## src/rtl/mole_memory_if.sv

```systemverilog
`default_nettype none
// +--------------------------------------------------------------------+
// | mole_memory_if : hole-select / lifetime inputs and mole outputs    |
// | Rev 1.0                                                            |
// +--------------------------------------------------------------------+
interface mole_memory_if #(
  parameter int CNT_W = 4
);
  logic [CNT_W-1:0] counter;
  logic             sel1;
  logic             sel2;
  logic             sel3;
  logic             sel4;
  logic             o1;
  logic             o2;
  logic             o3;
  logic             o4;

  modport master (
    output counter, sel1, sel2, sel3, sel4,
    input  o1, o2, o3, o4
  );

  modport slave (
    input  counter, sel1, sel2, sel3, sel4,
    output o1, o2, o3, o4
  );
endinterface
`default_nettype wire

```

## src/rtl/mole_memory.sv

```systemverilog
`default_nettype none
// +--------------------------------------------------------------------+
// | mole_memory : raises one mole per hole-select rise, for a counted  |
// |               lifetime. Rev 1.0                                    |
// +--------------------------------------------------------------------+
module mole_memory #(
  parameter int CNT_W     = 4,
  parameter int ZERO_LIFE = 16
) (
  input  logic         clk,
  input  logic         rst_n,
  mole_memory_if.slave bus
);
  localparam int              TW        = CNT_W + 1;
  localparam logic [TW-1:0]   ZERO_LOAD = TW'(ZERO_LIFE);

  logic [3:0]    sel;
  logic [3:0]    rise;
  logic [3:0]    win;
  logic [TW-1:0] load;
  logic [3:0]    sel_q;
  logic [TW-1:0] timer_q [4];
  logic [TW-1:0] timer_d [4];

  assign sel  = {bus.sel4, bus.sel3, bus.sel2, bus.sel1};
  assign rise = sel & ~sel_q;
  // Isolate the lowest set bit so simultaneous rises resolve to the lowest hole.
  assign win  = rise & (~rise + 4'd1);
  assign load = (bus.counter == '0) ? ZERO_LOAD : TW'(bus.counter);

  always_comb begin
    for (int i = 0; i < 4; i++) begin
      timer_d[i] = timer_q[i];
      if (rise != 4'd0) begin
        timer_d[i] = win[i] ? load : '0;
      end else if (timer_q[i] != '0) begin
        timer_d[i] = timer_q[i] - TW'(1);
      end
    end
  end

  always_ff @(posedge clk or negedge rst_n) begin
    if (!rst_n) begin
      sel_q <= '0;
      for (int i = 0; i < 4; i++) begin
        timer_q[i] <= '0;
      end
    end else begin
      sel_q <= sel;
      for (int i = 0; i < 4; i++) begin
        timer_q[i] <= timer_d[i];
      end
    end
  end

  assign bus.o1 = (timer_q[0] != '0);
  assign bus.o2 = (timer_q[1] != '0);
  assign bus.o3 = (timer_q[2] != '0);
  assign bus.o4 = (timer_q[3] != '0);
endmodule
`default_nettype wire

```

## src/flat_wrapper.sv

```systemverilog
// flat-port wrapper written by rule: the top's interface ports become plain ports
module mole_memory_flat 
#(
  parameter int CNT_W     = 4,
  parameter int ZERO_LIFE = 16
)
  (clk, rst_n, bus_counter, bus_sel1, bus_sel2, bus_sel3, bus_sel4, bus_o1, bus_o2, bus_o3, bus_o4);
  mole_memory_if #(.CNT_W(CNT_W)) bus_i ();
  input  logic clk;
  input  logic rst_n;
  input wire logic [$bits(bus_i.counter)-1:0] bus_counter;
  input wire logic [$bits(bus_i.sel1)-1:0] bus_sel1;
  input wire logic [$bits(bus_i.sel2)-1:0] bus_sel2;
  input wire logic [$bits(bus_i.sel3)-1:0] bus_sel3;
  input wire logic [$bits(bus_i.sel4)-1:0] bus_sel4;
  output wire logic [$bits(bus_i.o1)-1:0] bus_o1;
  output wire logic [$bits(bus_i.o2)-1:0] bus_o2;
  output wire logic [$bits(bus_i.o3)-1:0] bus_o3;
  output wire logic [$bits(bus_i.o4)-1:0] bus_o4;
  assign bus_i.counter = bus_counter;
  assign bus_i.sel1 = bus_sel1;
  assign bus_i.sel2 = bus_sel2;
  assign bus_i.sel3 = bus_sel3;
  assign bus_i.sel4 = bus_sel4;
  assign bus_o1 = bus_i.o1;
  assign bus_o2 = bus_i.o2;
  assign bus_o3 = bus_i.o3;
  assign bus_o4 = bus_i.o4;
  mole_memory #(.CNT_W(CNT_W), .ZERO_LIFE(ZERO_LIFE)) u_core (.clk(clk), .rst_n(rst_n), .bus(bus_i));
endmodule
```

## config.mk

```make
export PLATFORM = sky130hd
export DESIGN_NAME = mole_memory_flat
export DESIGN_NICKNAME = d
export VERILOG_FILES = /design/src/rtl/mole_memory_if.sv /design/src/rtl/mole_memory.sv /design/src/flat_wrapper.sv
export SDC_FILE = /design/constraint.sdc
export NUM_CORES = 1
export LEC_CHECK = 0
export BUFFER_PORTS_ARGS = -buffer_cell sky130_fd_sc_hd__buf_2
export CAP_MARGIN = 5
export CORE_UTILIZATION = 61
export DETAILED_ROUTE_END_ITERATION = 8
export MAX_ROUTING_LAYER = met4
export PLACE_DENSITY = 0.82
export SYNTH_ARGS = -nofsm -noshare
export SYNTH_HDL_FRONTEND = slang
export SYNTH_SLANG_ARGS = --single-unit
```

## constraint.sdc

```tcl
create_clock -name clk -period 3 [get_ports clk]
set_input_delay 0.45 -clock clk [delete_from_list [all_inputs] [get_ports clk]]
set_output_delay 0.45 -clock clk [all_outputs]
set_load 0.05 [all_outputs]
```

Yosys cells after proc, flatten, opt, wreduce, memory -nomap -nowiden
Index checks and enable logic that the tools add are counted.
Word-level totals
  register bits after elaboration: 24
  output and inout bits: 4
Cells by class
  reduce and logical (&&, ||, !) cells: 10
  muxes and demuxes: 13
  bitwise logic cells: 4
  add/subtract/negate cells: 5
Operator list (number)
  5-bit two-way mux: 13
  5-bit nonzero test: 4
  5-bit by 1-bit subtractor with 5-bit output, second input constant: 4
  4-bit AND: 2
  4-bit inverter: 2
  2-bit nonzero test: 4
  4-bit by 1-bit adder with 4-bit output, second input constant: 1
  4-bit zero test: 1
  4-bit nonzero test: 1

Depth between registers and ports, before layout
Gate-level depths: netlist of run 1.
  depth in word-level cells: 7
  mapped depth: 7
  gate-level depth less buffers: 6

Worst setup path after synthesis of run 1
OpenSTA, ideal clock, no wires.
  path type: register to register
  start: reg u_core.timer_q[15] (netlist bit)
  end: reg u_core.timer_q[15] (netlist bit)
  stages on the path, launching flop included: 6
  setup slack: 1098 ps
  path buffers: 0
  clock period less this slack: 1902 ps
  library setup time: 125 ps
  required time: 2875 ps
  arrival: 1776 ps
  cells stage by stage: dfrtp_1 > inv_1 > ha_1 > or4b_1 > and2b_2 > a21oi_2
On the way
  elaborated cells on any way between the ends: 5
  classes of those cells: add/sub (1); mux (2); reduce/logical (2)
RTL lines
  from (decl): RTL line mole_memory.sv:22  | logic [TW-1:0] timer_q [4];
  from (signal, indexed assignment): RTL line mole_memory.sv:51  | timer_q[i] <= timer_d[i];
  5-bit nonzero test
  net bus_o1: RTL line flat_wrapper.sv:16  | output wire logic [$bits(bus_i.o1)-1:0] bus_o1;
  2-bit nonzero test (no source line)
The timed path passes the listed nets, and every way through them passes these cells. The select of a mux whose other input is x is not followed.
A chain may end at the register's enable or synchronous reset.

Final worst setup path of run 1
  start: reg u_core.timer_q[0] (netlist bit)
  end: out bus_o4
On the way
  word-level cells in the longest chain between the ends: 1
Ends and longest elaborated chain
  5-bit nonzero test: RTL line mole_memory.sv:59  | assign bus.o4 = (timer_q[3] != '0);
  to (decl): RTL line flat_wrapper.sv:19  | output wire logic [$bits(bus_i.o4)-1:0] bus_o4;
No other way between the ends.

==> summary.txt, run 1 <==
Outcome
  – Status: completed

Final layout
  – Final core occ: 0.708
  – Commonest non-fill, non-tap cell in the layout: dfrtp_1
  – Net count, final: 158
  – Area Growth Syn to Fin: 8.31%
  – Finished Cell Area: 1400 µm²
  – Inserted Diodes: 0
  – Share of cells above drive strength 1: 0.175
  – Most frequent cells in the layout: 24 x dfrtp_1, 16 x nand2_1, 13 x buf_2, 10 x inv_1, 9 x nor2_1
  – Fillcell total: 151

Detailed routing
  – WL final: 2250 µm
  – Initial DRC count: 34
  – WL/cell: 13.2 µm
  – Via count: 951
  – DRC violations left: 0
  – Vias per Instance: 5.59
  – Post-DRT Antenna Nets: 0
  – First-pass iteration count of the detailed router: 4

Global routing
  – Number of global-route vias before repair: 843
  – Largest net degree at the start of global routing: 25
  – Global Route Usage Sum: 0.228
  – Total grt overflow: 0
  – First-pass GRT wire length: 3480 µm
  – Initial antenna violation count: 0

Floorplanning
  – FP Rows: 16
  – IO Pins: 14
  – Die Width: 48.1 µm
  – Die footprint: 2310 µm²
  – Initial Utilization: 0.653
  – Std-Cell Core Area: 1980 µm²
  – Die Y: 48.1 µm

Timing
  – RSZ-0062 raised after global routing: no
  – Endpoints failing setup: 0
  – Worst slew pin tran: 0.758 ns
  – Final setup TNS: 0 ns
  – Hold Fails Final Rpt: 0
  – Hold_ws: 0.0910 ns
  – Slew HR: 0.493
  – Final worst-path cycle share: 0.780
  – Tmin final: 2.34 ns
  – Max-slew violation count: 0
  – Highest clock rate: 0.427 GHz
  – Setup Skew: 0.00452 ns

Worst setup path
  – Worst-path cell chain: inv_1 -> ha_1 -> or4b_1 -> buf_2
  – Slowest cell on crit path: or4b_1
  – Arrival time worst endpoint: 1.89 ns
  – Worst r2r path cells: 6
  – Startpoint Class: flip-flop
  – R2R Setup Slk: 1.23 ns
  – Crit end category: output port
  – Critical R2R Launch: u_core.timer_q[0]$_DFFE_PN0P_
  – Critical path's top delay family: simple AND/OR/NAND/NOR gates
  – Buffer and inverter count on the worst path: 2
  – Crit path required time: 2.55 ns
  – Delay of the slowest cell on the worst path: 0.57 ns
  – Crit-path max FO: 5
  – CP Class: flip-flop to output port
  – Worst flop-to-flop path endpoint: u_core.timer_q[0]$_DFFE_PN0P_

Synth
  – Ys flop type: dfrtp_1
  – Yosys reg bits: 24
  – Async SR Flop Fraction: 1.00
  – Post-synthesis sequential area ratio: 0.464
  – Cells after Synth: 129
  – Yosys warns: 0
  – Syn Area/Cell: 10.0 µm²
  – Synth cell types: 33
  – Post-synth EDFFs: 0
  – Post-Syn Area: 1290 µm²
  – Post-Syn Nets: 143

Placed design
  – Number of buffers inserted by port buffering: 13
  – Final Wtd Congestion: 0.817
  – DP Area: 1370 µm²
  – Post-detail-place hpwl: 1710 µm

CTS
  – Clk buf depth: 2
  – Worst-Skew Late Latency: 0.31 ns
  – # clock sinks: 24
  – # Post-CTS Setup Buffers: 0
  – Clock-pin slew on the worst setup and hold paths: 0.12 ns
  – Hold buffer count at CTS: 0
  – Number of CTS-inserted buffers: 3
  – Root Driver: clkbuf_4
  – CTS H-tree lvls: 1
  – Post-CTS resize count: 0
  – CTS tree: yes

Hold path
  – Worst hold path class: primary input to async pin

Power
  – VDD IR-drop max: 463 µV
  – Pleak: 0.665 nW
  – Total power: 1.07 mW
  – PD cells: 766 nW/µm²

Run
  – Max Cap Viol: 0
[cell families after synthesis]
| kind of cell | synth area share |
|---|---|
| and+or+nand+nor | 0.220 |
| AOI/OAI and AO/OA | 0.165 |
| DFF | 0.464 |
| buffers and inverters | 0.0502 |
| xor gates and xnor gates | 0.0531 |
| adders and majority gates | 0.0386 |
| muxes | 0.00870 |
[per-stage QoR]
step	instances	setup WS, ns
floorplan	129	1.10
global placement	166	1.03
detailed placement	166	0.966
CTS	170	0.634
global route	170	0.564
finish	170	0.660
[flip-flops by register name (all words and copies together) (netlist names)]
| name | flops |
|---|---|
| u_core.timer_q | 20 |
| u_core.sel_q | 4 |
[synthesized netlist by cell type, types with 2 or more instances]
cell type / count / area, µm²
a21oi_1: 7 / 35.0
a21oi_2: 3 / 26.3
a22o_1: 4 / 35.0
a22oi_1: 8 / 60.1
a32o_1: 2 / 20.0
buf_6: 2 / 22.5
dfrtp_1: 24 / 601
ha_1: 4 / 50.1
inv_1: 10 / 37.5
nand2_1: 16 / 60.1
nand2b_1: 3 / 18.8
nand3_1: 2 / 10.0
nor2_1: 9 / 33.8
nor2b_1: 5 / 31.3
nor3_1: 5 / 25.0
o21ai_1: 2 / 10.0
or4b_1: 3 / 30.0
xor2_1: 5 / 43.8
[worst max path at each step]
stage                                        start                        endpoint  slack [ns]  cells past startpoint
floorplan           u_core.timer_q[15]$_DFFE_PN0P_  u_core.timer_q[15]$_DFFE_PN0P_        1.10                      5
global placement                          bus_sel1  u_core.timer_q[15]$_DFFE_PN0P_        1.03                      5
detailed placement                        bus_sel1  u_core.timer_q[16]$_DFFE_PN0P_        0.97                      5
CTS                  u_core.timer_q[0]$_DFFE_PN0P_                          bus_o4        0.63                      4
global route         u_core.timer_q[0]$_DFFE_PN0P_                          bus_o4        0.56                      4
finish               u_core.timer_q[0]$_DFFE_PN0P_                          bus_o4        0.66                      4
[report_power, final]
part           total [mW]  internal (mW)  switching, mW
sequential          0.421          0.377         0.0438
clock               0.165         0.0742         0.0906
combinational       0.488          0.191          0.298
total                1.07          0.643          0.432
[metal layers]
| metal | track usage | part of all wire | up-vias | wire length [µm] |
|---|---|---|---|---|
| met5 | - | 0 | - | 0 |
| met3 | 0.0302 | 0.032 | 5 | 71 |
| li1 | - | - | 482 | - |
| met1 | 0.277 | 0.46 | 445 | 1030 |
| met2 | 0.376 | 0.49 | 19 | 1110 |
| met4 | 0.106 | 0.019 | 0 | 42 |
[layout make-up]
class                      instances  area (µm²)  share of cell area
tap                               27        33.8              0.0241
clock buffer                       4        36.3              0.0259
timing repair buffer              13        65.1              0.0464
inverter                          10        37.5              0.0268
multi-input combinational         92         629               0.449
sequential                        24         601               0.428
Note: power is estimated with default switching activity, not from simulation.
==> run 2, diff against run 1 <==
--- a/config.mk
+++ b/config.mk
@@ -7,10 +7,10 @@
 export LEC_CHECK = 0
 export BUFFER_PORTS_ARGS = -buffer_cell sky130_fd_sc_hd__buf_2
 export CAP_MARGIN = 5
-export CORE_UTILIZATION = 61
+export CORE_UTILIZATION = 57
 export DETAILED_ROUTE_END_ITERATION = 8
 export MAX_ROUTING_LAYER = met4
-export PLACE_DENSITY = 0.82
+export PLACE_DENSITY = 0.78
 export SYNTH_ARGS = -nofsm -noshare
 export SYNTH_HDL_FRONTEND = slang
 export SYNTH_SLANG_ARGS = --single-unit
==> constraint.sdc (replaced) <==
create_clock -name clk -period 2.4 [get_ports clk]
set_input_delay 0.36 -clock clk [delete_from_list [all_inputs] [get_ports clk]]
set_output_delay 0.36 -clock clk [all_outputs]
set_load 0.05 [all_outputs]
==> summary.txt, run 2 (same netlist as run 1, synthesis figures left out) <==
Final layout
  – Most frequent cells in the layout: 24 x dfrtp_1, 16 x nand2_1, 13 x buf_2, 10 x inv_1, 9 x nor2_1
  – Number of flip-flops in the largest register: 20
  – Area Growth Syn to Fin: 8.41%
  – Share of cells above drive strength 1: 0.181
  – Final core occ: 0.688
  – Commonest non-fill, non-tap cell in the layout: dfrtp_1
  – Largest regs: u_core.timer_q (20), u_core.sel_q (4)
  – Inserted Diodes: 0
  – Finished Cell Area: 1400 µm²
  – Reg with most FFs: u_core.timer_q
  – Post-Layout Cell Count: 171
  – Net count, final: 160

Timing
  – Worst slew pin tran: 0.682 ns
  – Hold Fails Final Rpt: 0
  – Highest clock rate: 0.444 GHz
  – Tmin final: 2.25 ns
  – Slew HR: 0.541
  – Hold_ws: 0.00344 ns
  – Setup Skew: 0.00358 ns
  – Final worst-path cycle share: 0.939
  – Final setup TNS: 0 ns
  – Endpoints failing setup: 0
  – RSZ-0062 raised after global routing: no
  – Max-slew violation count: 0

Run
  – Max Cap Viol: 0

Placed design
  – Number of buffers inserted by port buffering: 13
  – Post-detail-place hpwl: 1880 µm
  – Dpl cells: 168
  – DP Area: 1380 µm²
  – Final Wtd Congestion: 0.768

Worst setup path
  – R2R Setup Slk: 0.62 ns
  – CP Class: flip-flop to output port
  – Crit-path max FO: 5
  – Delay of the slowest cell on the worst path: 0.58 ns
  – Crit path required time: 2.04 ns
  – Critical path's top delay family: simple AND/OR/NAND/NOR gates
  – Crit end category: output port
  – Startpoint Class: flip-flop
  – Setup crit start: u_core.timer_q[0]$_DFFE_PN0P_
  – Worst flop-to-flop path endpoint: u_core.timer_q[0]$_DFFE_PN0P_
  – Worst r2r path cells: 6
  – Slowest cell on crit path: or4b_1
  – Worst-path cell chain: inv_1 -> ha_1 -> or4b_1 -> buf_2
  – Arrival time worst endpoint: 1.89 ns
  – Buffer and inverter count on the worst path: 2
  – Critical R2R Launch: u_core.timer_q[0]$_DFFE_PN0P_

Detailed routing
  – First-pass iteration count of the detailed router: 4
  – WL final: 2530 µm
  – DRC violations left: 0
  – Via count: 980
  – WL/cell: 14.8 µm
  – Initial DRC count: 16
  – Vias per Instance: 5.73
  – Post-DRT Antenna Nets: 0

Floorplanning
  – Die Y: 49.7 µm
  – FP Rows: 16
  – IO Pins: 14
  – Initial Utilization: 0.634
  – Die Width: 49.7 µm
  – Std-Cell Core Area: 2040 µm²
  – Die footprint: 2470 µm²

Global routing
  – First-pass GRT wire length: 4570 µm
  – Initial antenna violation count: 0
  – Total grt overflow: 0
  – Number of global-route vias before repair: 1071
  – Largest net degree at the start of global routing: 25
  – Global Route Usage Sum: 0.257

Power
  – Comb power frac: 0.472
  – Pleak: 0.668 nW
  – Sequential fraction of design power: 0.398
  – Pint: 0.773 mW
  – Switch share: 0.417
  – Clock power share: 0.130
  – VDD IR-drop max: 567 µV
  – Switching power: 0.554 mW
  – PD cells: 945 nW/µm²

CTS
  – Post-CTS resize count: 0
  – Clk buf depth: 2
  – Number of CTS-inserted buffers: 3
  – Root Driver: clkbuf_4
  – # Post-CTS Setup Buffers: 0
  – Worst-Skew Late Latency: 0.31 ns
  – CTS tree: yes
  – Hold buffer count at CTS: 0
  – # clock sinks: 24
  – CTS H-tree lvls: 1
  – Clock-pin slew on the worst setup and hold paths: 0.12 ns

Outcome
  – Status: completed

Hold path
  – Worst hold path class: primary input to async pin
run 2: cell types whose count changed in the layout (fill, tap and decap cells not counted), sizes merged:
| cell | before | now |
|---|---|---|
| clkbuf | 4 | 3 |
| buf | 13 | 15 |
run 2: worst max path at each step:
stage,to,slack (ns),depth (start not counted)
2_1_floorplan,u_core.timer_q[15]$_DFFE_PN0P_,0.50,5
3_3_place_gp,bus_o4,0.57,4
3_5_place_dp,bus_o4,0.49,4
4_1_cts,bus_o4,0.14,4
5_1_grt,bus_o4,0.05,4
6_report,bus_o4,0.15,4
run 2: power groups by stage:
stage	clock network, mW	logic (mW)	registers [mW]
final	0.172	0.626	0.528
after floorplan	0	0.509	0.523
after global placement	0	0.597	0.531
after global routing	0.190	0.698	0.536
after detailed placement	0	0.624	0.535
after CTS	0.174	0.629	0.527
run 2: per-layer routing:
metal  vias to the layer above  wire [µm]  GRT usage
li1                        481          -          -
met1                       478       1140      0.278
met2                        16       1280      0.448
met3                         5         61     0.0494
met4                         0         45      0.124
met5                         -          0          -
run 2: area by class of cell:
type	instances	area (µm²)
tap	27	33.8
timing repair buffer	15	80.1
sequential	24	601
multi-input combinational	92	629
clock buffer	3	22.5
inverter	10	37.5
fill	181	638
run 2: worst reg2reg max path: stages, from the launching register on:
cell     delay (ns)
dfrtp_1        0.39
inv_1          0.11
ha_1           0.23
or4b_1         0.58
xnor2_2        0.19
nand2_1        0.09
a21oi_2        0.13
run 2: metrics by stage:
step,power [mW],setup WS (ns)
finish,1.33,0.146
global route,1.42,0.0459
CTS,1.33,0.140
detailed placement,1.16,0.490
global placement,1.13,0.569
floorplan,1.03,0.498
